<file path="src/rtl/tm1638_responder.sv">
// TM1638 device-side responder: decodes STB/CLK/DIO frames, holds the 16-byte display RAM
// and shifts out the 4 key-scan bytes on read commands.
// Optional build macro: TM1638_PROTOCOL_ERR_EN adds a sticky proto_err output.
module tm1638_responder #(
  parameter int unsigned SYNC_STAGES = 2,
  parameter int unsigned RAM_DEPTH   = 16
) (
  input  logic        clk,
  input  logic        n_rst,
  input  logic        tm_stb,
  input  logic        tm_clk,
  input  logic        tm_dio_in,
  output logic        tm_dio_out,
  output logic        tm_dio_oe,
  input  logic [31:0] key_state,
  input  logic [3:0]  disp_rd_addr,
  output logic [7:0]  disp_rd_data,
  output logic        display_on,
  output logic [2:0]  brightness,
  output logic        frame_strobe
`ifdef TM1638_PROTOCOL_ERR_EN
  ,
  output logic        proto_err
`endif
);

  localparam int unsigned NS = (SYNC_STAGES < 2) ? 2 : SYNC_STAGES;

  typedef enum logic [2:0] {StIdle, StCmd, StWdata, StRdata, StIgnore} state_e;

  state_e state_q, state_d;

  logic [NS-1:0] stb_sync_q, clk_sync_q, dio_sync_q;
  logic          stb_prev_q, clk_prev_q;
  logic          stb_s, clk_s, dio_s;
  logic          stb_rise, stb_fall, clk_rise, clk_fall;

  logic [7:0]  shift_q;
  logic [2:0]  bitcnt_q;
  logic [3:0]  addr_q;
  logic        fixed_q;
  logic [31:0] keys_q;
  logic [5:0]  rd_idx_q;
  logic        oe_q, dout_q;
  logic        wrote_q;
  logic        disp_on_q;
  logic [2:0]  bright_q;
  logic        fstrobe_q;
  logic [7:0]  rd_data_q;
  logic [7:0]  ram_q [RAM_DEPTH];

  logic [7:0] shift_next;
  logic       byte_done;
  logic       ram_we, cmd_data, cmd_addr, cmd_disp, rd_present, rd_end;

  // Pin synchronisers plus one history flop for edge detection. STB resets to "low" so a
  // frame already in progress at reset release is not mistaken for a new one.
  always_ff @(posedge clk or posedge n_rst) begin
    if (n_rst) begin
      stb_sync_q <= '0;
      clk_sync_q <= '1;
      dio_sync_q <= '0;
      stb_prev_q <= 1'b0;
      clk_prev_q <= 1'b1;
    end else begin
      stb_sync_q <= {stb_sync_q[NS-2:0], tm_stb};
      clk_sync_q <= {clk_sync_q[NS-2:0], tm_clk};
      dio_sync_q <= {dio_sync_q[NS-2:0], tm_dio_in};
      stb_prev_q <= stb_sync_q[NS-1];
      clk_prev_q <= clk_sync_q[NS-1];
    end
  end

  assign stb_s    = stb_sync_q[NS-1];
  assign clk_s    = clk_sync_q[NS-1];
  assign dio_s    = dio_sync_q[NS-1];
  assign stb_rise = stb_s & ~stb_prev_q;
  assign stb_fall = ~stb_s & stb_prev_q;
  assign clk_rise = clk_s & ~clk_prev_q;
  assign clk_fall = ~clk_s & clk_prev_q;

  // LSB-first: the new bit enters at the top, so after 8 rises bit0 sits at [0].
  assign shift_next = {dio_s, shift_q[7:1]};
  assign byte_done  = clk_rise && (bitcnt_q == 3'd7);

  // Next-state and one-cycle control strobes for the datapath.
  always_comb begin
    state_d    = state_q;
    ram_we     = 1'b0;
    cmd_data   = 1'b0;
    cmd_addr   = 1'b0;
    cmd_disp   = 1'b0;
    rd_present = 1'b0;
    rd_end     = 1'b0;
    if (stb_rise) begin
      state_d = StIdle;
    end else begin
      case (state_q)
        StIdle: if (stb_fall) state_d = StCmd;
        StCmd: begin
          if (byte_done) begin
            case (shift_next[7:6])
              2'b01: begin
                cmd_data = 1'b1;
                state_d  = shift_next[1] ? StRdata : StIgnore;
              end
              2'b11: begin
                cmd_addr = 1'b1;
                state_d  = StWdata;
              end
              2'b10: begin
                cmd_disp = 1'b1;
                state_d  = StIgnore;
              end
              default: state_d = StIgnore;
            endcase
          end
        end
        StWdata: if (byte_done) ram_we = 1'b1;
        StRdata: begin
          if (clk_fall) begin
            if (rd_idx_q == 6'd32) begin
              rd_end  = 1'b1;
              state_d = StIgnore;
            end else begin
              rd_present = 1'b1;
            end
          end
        end
        default: ;
      endcase
    end
  end

  // FSM state register.
  always_ff @(posedge clk or posedge n_rst) begin
    if (n_rst) state_q <= StIdle;
    else       state_q <= state_d;
  end

  // Datapath: bit shifter, command registers, RAM, key read-out and frame strobe.
  always_ff @(posedge clk or posedge n_rst) begin
    if (n_rst) begin
      shift_q   <= '0;
      bitcnt_q  <= '0;
      addr_q    <= '0;
      fixed_q   <= 1'b0;
      keys_q    <= '0;
      rd_idx_q  <= '0;
      oe_q      <= 1'b0;
      dout_q    <= 1'b0;
      wrote_q   <= 1'b0;
      disp_on_q <= 1'b0;
      bright_q  <= '0;
      fstrobe_q <= 1'b0;
      rd_data_q <= '0;
      for (int i = 0; i < RAM_DEPTH; i++) ram_q[i] <= '0;
    end else begin
      fstrobe_q <= stb_rise && wrote_q;
      rd_data_q <= ram_q[disp_rd_addr];

      // Partial bytes are simply dropped when the frame ends.
      if (stb_rise || (state_q == StIdle && stb_fall)) begin
        bitcnt_q <= '0;
        shift_q  <= '0;
        wrote_q  <= 1'b0;
      end else if (clk_rise && state_q != StIdle) begin
        shift_q  <= shift_next;
        bitcnt_q <= bitcnt_q + 3'd1;
      end

      // Read/write is dispatched immediately; only the addressing mode needs to persist.
      if (cmd_data) begin
        fixed_q  <= shift_next[2];
        keys_q   <= key_state;
        rd_idx_q <= '0;
      end
      if (cmd_disp) begin
        disp_on_q <= shift_next[3];
        bright_q  <= shift_next[2:0];
      end
      if (cmd_addr) addr_q <= shift_next[3:0];
      if (ram_we) begin
        ram_q[addr_q] <= shift_next;
        if (!fixed_q) addr_q <= addr_q + 4'd1;
        wrote_q <= 1'b1;
      end

      if (stb_rise || rd_end) begin
        oe_q   <= 1'b0;
        dout_q <= 1'b0;
      end else if (rd_present) begin
        oe_q     <= 1'b1;
        dout_q   <= keys_q[rd_idx_q[4:0]];
        rd_idx_q <= rd_idx_q + 6'd1;
      end
    end
  end

`ifdef TM1638_PROTOCOL_ERR_EN
  logic err_q, err_set;

  // Truncated byte, truncated key read-out, or pad level disagreeing with our own drive.
  assign err_set = (stb_rise && state_q != StIdle && bitcnt_q != 3'd0) ||
                   (stb_rise && state_q == StRdata && !(rd_idx_q == 6'd32 && bitcnt_q == 3'd0)) ||
                   (clk_rise && oe_q && (dio_s != dout_q));

  // Sticky error flag, cleared only by reset.
  always_ff @(posedge clk or posedge n_rst) begin
    if (n_rst)        err_q <= 1'b0;
    else if (err_set) err_q <= 1'b1;
  end

  assign proto_err = err_q;
`endif

  assign tm_dio_out   = dout_q;
  assign tm_dio_oe    = oe_q;
  assign disp_rd_data = rd_data_q;
  assign display_on   = disp_on_q;
  assign brightness   = bright_q;
  assign frame_strobe = fstrobe_q;

endmodule

</file>
<file path="config.mk">
export PLATFORM = sky130hd
export DESIGN_NAME = tm1638_responder
export DESIGN_NICKNAME = d
export VERILOG_FILES = /design/src/rtl/tm1638_responder.sv
export SDC_FILE = /design/constraint.sdc
export NUM_CORES = 1
export LEC_CHECK = 0
export CORE_UTILIZATION = 55
export DETAILED_ROUTE_END_ITERATION = 6
export PLACE_DENSITY = 0.75
export SLEW_MARGIN = 20
export SYNTH_ARGS = -nofsm -noshare
export SYNTH_HDL_FRONTEND = slang
export SYNTH_SLANG_ARGS = --single-unit
</file>
<file path="constraint.sdc">
create_clock -name clk -period 10.6 [get_ports clk]
set_input_delay 2.65 -clock clk [delete_from_list [all_inputs] [get_ports clk]]
set_output_delay 2.65 -clock clk [all_outputs]
set_load 0.005 [all_outputs]
</file>
; After elaboration in Yosys (flattened, before gate mapping)
; Index checks and enable logic that the tools add are counted.
; Widths: inputs -> output; s select.
[totals]
output_inout_bits = 15
word_cells = 133
ff_bits = 209
inputBits = 41
[op_classes]
eq_ne = 12
reduce_logical = 14
mux = 55
n_lt_le_gt_ge = 4
addsub = 3
bitwise = 10
[ops]
columns = cell, count
row1 = $bwmux 128, 1
row2 = $mux 8, 5
row3 = $bmux 8 s4, 1
row4 = $demux 8 s4, 1
row5 = $mux 1, 30
row6 = $mux 3, 8
row7 = $mux 6, 3
row8 = $mux 4, 3
row9 = $ne 3x3->1 const B, 4
row10 = $ge 5x5->1 const B, 2
row11 = $not 4->5, 2
row12 = $pmux 3 s3, 1
row13 = $add 6x1->6 const B, 1
row14 = $eq 3x2->1 const B, 2
row15 = $eq 6x6->1 const B, 1
row16 = $lt 5x6->1 const B, 1
row17 = $pmux 3 s2, 1
row18 = $reduce_bool 2->1, 3
row19 = $bmux 1 s5, 1
row20 = $logic_and 1x1->1, 5
row21 = $lt 5x1->1 const B, 1
row22 = $reduce_and 5->1, 1
row23 = $add 4x1->4 const B, 1
row24 = $and 1x1->1, 4
row25 = other kinds (10), 15

; Depth between registers and ports, before layout
; Gate-level depths: netlist of run 1.
[logic_depth]
word_depth = 9
ltp_mapped = 8
ltp_nobuf = 6

; Worst setup path after synthesis of run 1
; Ideal clock, no wire load.
[synth_path]
path_type = input to register
from = in disp_rd_addr[0]
to = reg rd_data_q[0] (netlist: disp_rd_data[0])
arrival_time_ns = 4.140
cell_stages = 4
t_required_ns = 10.462
setup_ns = 0.138
n_path_buf = 2
slack_ns = 6.322
cell_sequence = clkbuf_1 > buf_2 > mux4_2 > mux4_2
[synth_between]
elab_chain_cells = 4
[synth_lines]
columns = item, line
row1 = start: declaration, 16  ; input logic [3:0] disp_rd_addr,
row2 = $not 4->5 (implied by the code), 160  ; rd_data_q <= ram_q[disp_rd_addr];
row3 = $bmux 8 s4, 160
row4 = $mux 8 (implied by the code) (2 in a row), 160
row5 = end signal: assignment, 160
row6 = end: declaration, 49  ; logic [7:0] rd_data_q;
; Every way passes these cells. The select of a mux whose other input is x is not followed.
; A chain may end at the register's enable or synchronous reset.

==> flow_summary.json, run 1 <==
{
  "status": "complete, no violations",
  "final_hold_viol_count": 0,
  "synth-edff-count": 0,
  "yosysSeqAreaShare_pct": 55.34,
  "async_reset_ff_share_pct": 100.0,
  "initial_core_util_pct": 56.55,
  "grt.overflow.total": 0,
  "hp-start": "dio_sync_q[0]",
  "endpoint_kind": "asynchronous set/reset pin",
  "gp_congestion": 0.8067,
  "die_height_um": 132.8,
  "yosys.area.top_type": "dfrtp_1",
  "rsz0062_at_grt": "no",
  "path_delay_family": "buffers and inverters",
  "power_density_nw_per_um2": 160.1,
  "crit_slowest_cell": "buf_4",
  "area_growth_pct": 15.34,
  "grt.total_usage_pct": 23.00,
  "skew_ns": 0.008504,
  "power_leakage_nw": 5.036,
  "h-tree-depth": 1,
  "cp_cell_sequence": "clkdlybuf4s50_1 > inv_8 > buf_4",
  "ys_warn_count": 0,
  "syn_area_um2": 9412,
  "drtAntennaViolNets": 0,
  "setup_violations": 0,
  "maxSlewHeadroom_pct": 35.93,
  "clockRootBuffer": "clkbuf_16",
  "hp-class": "reg -> reg",
  "syn_avg_cell_area_um2": 15.43,
  "dieWidth_um": 132.8,
  "final.setup.tns_ns": 0,
  "dp.final_hpwl_mm": 12.25,
  "synth_top_area_share_pct": 54.51,
  "hold_path_depth": 0,
  "dr.pass1.iters": 4,
  "ctsResizeCount": 0,
  "worstRegToRegCells": 5,
  "synthFlopType": "dfrtp_1",
  "grt_pass1_vias": 5670,
  "drv_cap": 0,
  "n_fill_cell": 1168,
  "drt-met1-wl_mm": 8.169,
  "cts_tree": "built",
  "routed.top_layer": "met4",
  "finalCritPeriodShare_pct": 40.45,
  "critical_path_depth": 3,
  "cts_hold_buf": 0,
  "max-clock-path-buffers": 3,
  "startpoint": "n_rst",
  "worstPathArrival_ns": 4.79,
  "cts_buffers": 22,
  "worstSkewPairLatency_ns": 0.51,
  "grt_pass1_wl_mm": 31.05,
  "period_needed_ns": 4.288,
  "cp_data_required_time_ns": 11.10,
  "yosysMostFrequentCell": "dfrtp_1",
  "wl_mm": 19.10,
  "vias": 5279,
  "drcViolationCount": 0,
  "regToRegStartpoint": "stb_sync_q[1]",
  "critPathMaxFanout": 133,
  "routed_via_density": 5.931,
  "path_class": "in -> async",
  "synthTopCellsByCount": "dfrtp_1, mux2_2, mux4_2, clkbuf_1, mux2_1",
  "synth-seq-cells": 208,
  "num_rows": 47,
  "dr.first_iter.drc_count": 309,
  "fp.dieArea_um2": 17640,
  "layout-drive-gt1-share_pct": 38.66,
  "clock-sinks": 208,
  "post_cts_buffers": 0,
  "start_kind": "input pin",
  "finalPower_mw": 1.738,
  "n_antenna_cell": 0,
  "routedWlPerCell_um": 21.46,
  "slowest_delay_ns": 0.86,
  "final_util_pct": 65.23,
  "synth_cells": 610,
  "worstMarginPinSlew_ns": 0.9569,
  "syn_nets": 661,
  "clk_pin_slew_ns": 0.06,
  "met2_length_mm": 9.511,
  "fin_nets": 705,
  "cp_num_buf_inv": 3,
  "grt_max_degree": 134,
  "peakVddDrop_mv": 0.1156,
  "fmax_mhz": 233.2,
  "drv_slew": 0,
  "io_pins": 56,
  "coreArea_um2": 16640,
  "synth_cell_types": 51,
  "antenna_found_initial": 0,
  "wl_met3_um": 938,
  "numPortBuffers": 55,
  "ys_top_cells_by_area": "dfrtp_1, mux2_2, mux4_2"
}
## final timing paths
| kind | to | slack (ns) |
|---|---|---|
| setup reg to reg | ram_q[85] | 7.90 |
| setup / recovery | bitcnt_q[2] | 6.31 |
| hold reg to reg | dio_sync_q[1] | 0.35 |
| max in group clk | disp_rd_data[7] | 6.57 |
| hold / removal | dio_sync_q[1] | 0.35 |
| min in group asynchronous | keys_q[8] | 2.71 |
## worst register-to-register path: cells and delay by family (launching register included)
family / cells / cell delay (ns)
simple gates: 3 / 1.49
mux: 1 / 0.40
flops: 1 / 0.39
fa+ha+maj: 1 / 0.30
## metrics by stage
stage	cells	setup WS (ns)	hold slack, ns	cell area (um2)
floorplan	610	2.274	0.3312	9412
global placement	850	5.806	0.3366	10110
detailed placement	850	5.745	0.3379	10110
CTS	890	6.278	0.3511	10850
global route	890	5.980	0.3612	10860
finish	890	6.312	0.3493	10860
## layout make-up
cell class | instances | area [um2] | area share, %
inverter | 14 | 60.06 | 0.5533
sequential | 208 | 5209 | 47.98
clock buffer | 33 | 653.1 | 6.017
clock inverter | 7 | 87.58 | 0.8068
multi-input combinational | 350 | 4000 | 36.85
tap | 220 | 275.3 | 2.536
timing repair buffer | 58 | 570.5 | 5.256
## logic make-up after synthesis
family | share of synthesized area, %
muxes | 33.33
AOI/OAI and AO/OA | 2.127
and+or+nand+nor | 5.478
buffers and inverters | 2.207
adders and majority gates | 1.329
DFF | 55.34
xor gates and xnor gates | 0.1862
## placed cells by master, fill, tap and decap left out, drive strengths merged, types with 3 or more instances in the layout
master,netlist,final
and2,3,3
buf,14,4
clkbuf,24,33
clkdlybuf4s50,0,54
clkinv,0,4
dfrtp,205,205
dfstp,3,3
ha,10,10
inv,14,14
mux2,167,167
mux2i,22,22
mux4,46,46
nand2,24,24
nand3,6,6
nand4,3,3
nor2,13,13
nor2b,4,4
nor3,6,6
nor3b,5,5
nor4,4,4
o211ai,3,3
o21ai,4,4
o31ai,3,3
## power breakdown
| group | total [mW] | switching [mW] | internal (mW) |
|---|---|---|---|
| clock | 0.778 | 0.304 | 0.474 |
| sequential | 0.840 | 0.0286 | 0.812 |
| combinational | 0.120 | 0.0584 | 0.0614 |
## state kept, by name, indices dropped and copies added (netlist names), 2 cells and up
signal / cells
shift_q: 7
brightness: 3
disp_rd_data: 8
stb_sync_q: 2
dio_sync_q: 2
state_q: 3
rd_idx_q: 6
keys_q: 32
ram_q: 128
bitcnt_q: 3
clk_sync_q: 2
addr_q: 4
## routing by layer
layer	track usage (%)	vias to the layer above
met5	0	-
met4	7.982	0
met3	3.372	41
met2	37.93	127
met1	31.40	2769
li1	-	2342
No activity file was read; power rests on OpenSTA's default activity.
==> run 2: changes to the inputs <==
clock period = 4 ns   (was 10.6 ns; I/O delays follow)
==> run 2 against run 1 <==
  * Via count is 0.87% higher
  * Routed wire length is 1.3% higher
  * Utilization is 0.56 points higher
  * Clock power grew to 2.6 times the previous value
  * Cell count is 0.34% higher
  * Cell area is 0.85% higher
  * First-iteration DRC count is 16% lower
  * Die area stayed put
  * Sequential power grew to 2.7 times the previous value
  * Non-clock buffer count is 5 higher
  * Register-to-register slack worse by 6.6 ns
  * Clock skew is 0.0018 ns higher
  * Critical endpoint is now ram_q[100]
  * Largest power group unchanged
==> flow_summary.json, run 2 (synthesis gave the netlist of run 1 again) <==
{
  "layout-drive-gt1-share_pct": 38.78,
  "coreArea_um2": 16640,
  "setup_violations": 0,
  "crit_slowest_cell": "or4b_1",
  "cts_buffers": 22,
  "layout_setup_ws_ns": 1.305,
  "dr.first_iter.drc_count": 259,
  "holdPathEnd": "dio_sync_q[1]",
  "cts_tree": "built",
  "max-clock-path-buffers": 3,
  "dp.final_hpwl_mm": 12.65,
  "cp_cell_sequence": "ha_1 > or4b_1 > nor4_4 > nand2_2 > mux2_1",
  "antenna_found_initial": 0,
  "num_rows": 47,
  "n_antenna_cell": 0,
  "startpoint": "stb_sync_q[1]",
  "worstSkewPairLatency_ns": 0.50,
  "skew_ns": 0.01029,
  "power_density_nw_per_um2": 420.8,
  "io_pins": 56,
  "grt_pass1_wl_mm": 31.88,
  "grt.total_usage_pct": 23.50,
  "grt_pass1_vias": 5840,
  "dieWidth_um": 132.8,
  "routedWlPerCell_um": 21.67,
  "clockRootBuffer": "clkbuf_16",
  "start_kind": "flop",
  "routed_via_density": 5.963,
  "clkPwrFrac_pct": 44.5,
  "initial_core_util_pct": 56.55,
  "drcViolationCount": 0,
  "drtAntennaViolNets": 0,
  "top_register": "ram_q",
  "post_dp_cell_area_um2": 10200,
  "grt.overflow.total": 0,
  "worstReg2RegEnd": "ram_q[100]",
  "sw_frac_of_total_pct": 22.38,
  "clk_pin_slew_ns": 0.06,
  "vias": 5325,
  "clock-sinks": 208,
  "finalCritPeriodShare_pct": 67.38,
  "fin_nets": 710,
  "drv_slew": 0,
  "place_ws_ns": 1.127,
  "cp_data_required_time_ns": 4.38,
  "final_hold_viol_count": 0,
  "largest_reg_flops": 128,
  "cts_hold_buf": 0,
  "n_fill_cell": 1170,
  "fp.dieArea_um2": 17640,
  "h-tree-depth": 1,
  "maxSlewHeadroom_pct": 35.80,
  "final.setup.tns_ns": 0,
  "gp_congestion": 0.7624,
  "pwr-share-seq_pct": 48.3,
  "rsz0062_at_grt": "no",
  "finalPower_mw": 4.607,
  "switching_power_mw": 1.031,
  "fin_area_um2": 10950,
  "post_cts_buffers": 0,
  "fmax_mhz": 371.0,
  "worstRegToRegCells": 5,
  "final_common_cell": "dfrtp_1",
  "worstMarginPinSlew_ns": 0.9589,
  "peakVddDrop_mv": 0.3149,
  "numPortBuffers": 55,
  "slowest_delay_ns": 0.76,
  "hold_path_depth": 0,
  "hp-class": "reg -> reg",
  "finalHoldWorstSlack_ns": 0.3499,
  "dr.pass1.iters": 4,
  "path_class": "reg -> reg",
  "critPathMaxFanout": 8,
  "ctsResizeCount": 0,
  "wl_mm": 19.35,
  "p_int_mw": 3.576,
  "hp-start": "dio_sync_q[0]",
  "r2r_slack_ns": 1.30,
  "mostFrequentLayoutCells": "dfrtp_1, mux2_2, clkdlybuf4s50_1",
  "grt_max_degree": 56,
  "area_growth_pct": 16.33,
  "die_height_um": 132.8,
  "power_leakage_nw": 5.074,
  "period_needed_ns": 2.695,
  "status": "complete, no violations",
  "worstPathArrival_ns": 3.08,
  "regToRegStartpoint": "stb_sync_q[1]",
  "drv_cap": 0,
  "endpoint_kind": "flop",
  "combPwrFrac_pct": 7.1
}
-- run 2: worst max path at each step --
stage	end	slack [ns]	cells after the start
floorplan	addr_q[0]	0.30	1
global placement	disp_rd_data[5]	1.17	4
detailed placement	disp_rd_data[5]	1.13	4
CTS	ram_q[61]	1.32	5
global route	ram_q[61]	1.20	6
finish	ram_q[100]	1.30	5
-- run 2: layout make-up --
type	count	area, um2	share of cell area (%)
well taps	220	275.3	2.514
flip-flops and latches	208	5209	47.58
multi-input cells	350	4000	36.54
clock inverters	4	70.07	0.6400
clock buffers	34	656.9	6.000
inverters	14	56.30	0.5143
repair buffers	63	680.7	6.217
-- run 2: critical path: cells and delay by family, from the launching register on --
kind,cells,cell delay [ns]
simple gates,3,1.48
mux,1,0.40
flops,1,0.39
fa+ha+maj,1,0.31
-- run 2: per-layer routing --
layer | up-vias | track usage [%] | wire (um) | share of wire [%]
met5 | - | 0 | 0 | 0
met3 | 41 | 3.525 | 746 | 3.9
li1 | 2351 | - | - | -
met2 | 112 | 38.05 | 9525 | 49
met1 | 2821 | 33.08 | 8541 | 44
met4 | 0 | 7.216 | 540 | 2.8
-- run 2: stage by stage --
step	cells	util, %
floorplan	610	-
global placement	854	61.30
detailed placement	854	61.30
CTS	892	65.66
global route	893	65.78
finish	893	65.78
-- run 2: power by group through the flow --
| stage | Sequential, mW | Clock, mW | Combinational [mW] |
|---|---|---|---|
| 2_1_floorplan | 2.22 | 0 | 0.264 |
| 3_3_place_gp | 2.26 | 0 | 0.321 |
| 3_5_place_dp | 2.27 | 0 | 0.334 |
| 4_1_cts | 2.23 | 2.08 | 0.335 |
| 5_1_grt | 2.24 | 2.17 | 0.361 |
| 6_report | 2.23 | 2.05 | 0.329 |
==> run 3: changes to the inputs <==
CORE_UTILIZATION = 54   (was 55)
PLACE_DENSITY = 0.76   (was 0.75)
clock period = 2.4 ns   (was 4 ns; I/O delays follow)
==> run 3 against run 2 <==
  * Non-clock buffer count rose by 17
  * Routed wire length rose by 1.5%
  * Via count rose by 2.1%
  * Utilization rose by 0.16 points
  * Critical endpoint unchanged
  * Largest power group unchanged
==> flow_summary.json, run 3 (synthesis gave the netlist of run 1 again) <==
{
  "fin_area_um2": 11090,
  "clock-sinks": 208,
  "drv_slew": 0,
  "largest_reg_flops": 128,
  "mostFrequentLayoutCells": "dfrtp_1, mux2_2, clkdlybuf4s50_1",
  "fmax_mhz": 426.7,
  "num_rows": 47,
  "drtAntennaViolNets": 0,
  "clockRootBuffer": "clkbuf_16",
  "hp-class": "reg -> reg",
  "dp.final_hpwl_mm": 13.35,
  "routed_via_density": 5.994,
  "rsz0062_at_grt": "yes",
  "wl_mm": 19.65,
  "clk_pin_slew_ns": 0.06,
  "seq_area_um2": 5209,
  "skew_ns": 0.008821,
  "path_delay_family": "simple AND/OR/NAND/NOR gates",
  "dr.first_iter.drc_count": 371,
  "cp_data_required_time_ns": 2.78,
  "start_kind": "flop",
  "worstPathArrival_ns": 2.72,
  "grt.total_usage_pct": 23.53,
  "peakVddDrop_mv": 0.5079,
  "fp.dieArea_um2": 17960,
  "layout_setup_ws_ns": 0.05667,
  "cp_num_buf_inv": 1,
  "dr.pass1.iters": 5,
  "cts_buffers": 22,
  "h-tree-depth": 1,
  "maxSlewHeadroom_pct": 36.31,
  "final_common_cell": "dfrtp_1",
  "die_height_um": 134.0,
  "crit_slowest_cell": "or4b_1",
  "grt_max_degree": 41,
  "path_class": "reg -> reg",
  "max-clock-path-buffers": 3,
  "final_hold_viol_count": 0,
  "dieWidth_um": 134.0,
  "n_fill_cell": 1174,
  "cts_tree": "built",
  "endpoint_kind": "flop",
  "setup_violations": 0,
  "gp_congestion": 0.8030,
  "grt.overflow.total": 0,
  "cts_hold_buf": 0,
  "grt_pass1_vias": 5987,
  "place_ws_ns": 0.02975,
  "finalPower_mw": 7.472,
  "finalCritPeriodShare_pct": 97.64,
  "post_dp_cell_area_um2": 10360,
  "status": "complete, no violations",
  "multiInputGateArea_um2": 4036,
  "n_antenna_cell": 0,
  "coreArea_um2": 16820,
  "drcViolationCount": 0,
  "numPortBuffers": 55,
  "worstSkewPairLatency_ns": 0.50,
  "routedWlPerCell_um": 21.66,
  "worstMarginPinSlew_ns": 0.9512,
  "top_register": "ram_q",
  "vias": 5437,
  "layout-drive-gt1-share_pct": 40.61,
  "cp_cell_sequence": "ha_1 > or4b_1 > buf_6 > nor4_4 > nand2_2 > mux2_1",
  "antenna_found_initial": 0,
  "initial_core_util_pct": 55.96,
  "power_leakage_nw": 5.186,
  "drv_cap": 0,
  "power_density_nw_per_um2": 673.7,
  "grt_pass1_wl_mm": 32.70,
  "io_pins": 56,
  "area_growth_pct": 17.84,
  "critPathMaxFanout": 8,
  "slowest_delay_ns": 0.49,
  "fin_nets": 727,
  "period_needed_ns": 2.343
}
-- run 3: worst paths after layout --
check / end / start / slack, ns / cells after the start
max in group asynchronous: clk_prev_q / n_rst / 1.22 / 3
setup / recovery: ram_q[100] / stb_sync_q[1] / 0.06 / 6
setup reg to reg: ram_q[100] / stb_sync_q[1] / 0.06 / 6
hold / removal: dio_sync_q[1] / dio_sync_q[0] / 0.35 / 0
min in group asynchronous: ram_q[98] / n_rst / 0.54 / 2
hold reg to reg: dio_sync_q[1] / dio_sync_q[0] / 0.35 / 0
-- run 3: where the power goes --
part	internal [mW]	total (mW)	leakage, nW	switching, mW
logic	0.320	0.637	2.05	0.317
clock network	1.86	3.16	0.330	1.30
registers	3.59	3.68	2.81	0.0942
total	5.76	7.47	5.19	1.71
-- run 3: area by class of cell --
class | count | share of cell area, %
clock inverters | 3 | 0.1354
flip-flops and latches | 208 | 46.97
well taps | 220 | 2.482
clock buffers | 32 | 5.855
repair buffers | 80 | 7.660
multi-input cells | 350 | 36.39
inverters | 14 | 0.5077
-- run 3: per-stage QoR --
step | utilization [%] | hold slack (ns) | cells | TNS [ns]
floorplan | - | 0.3312 | 610 | -184.67
global placement | 61.62 | 0.3342 | 869 | 0
detailed placement | 61.62 | 0.3395 | 869 | 0
CTS | 65.57 | 0.3525 | 904 | 0
global route | 65.94 | 0.3635 | 907 | -0.9779
finish | 65.94 | 0.3498 | 907 | 0
-- run 3: per-layer routing --
layer | part of all wire, % | vias up | wire [um] | track usage, %
li1 | - | 2397 | - | -
met1 | 44 | 2867 | 8599 | 34.00
met2 | 49 | 138 | 9607 | 37.71
met3 | 5.4 | 35 | 1060 | 3.628
met4 | 1.9 | 0 | 383 | 5.930
met5 | 0 | - | 0 | 0
-- run 3: timing repair --
| action | in CTS | in global routing |
|---|---|---|
| setup buffers | 0 | 3 |
| endpoints found under the setup margin | 0 | 68 |
| gates resized for setup | 0 | 8 |
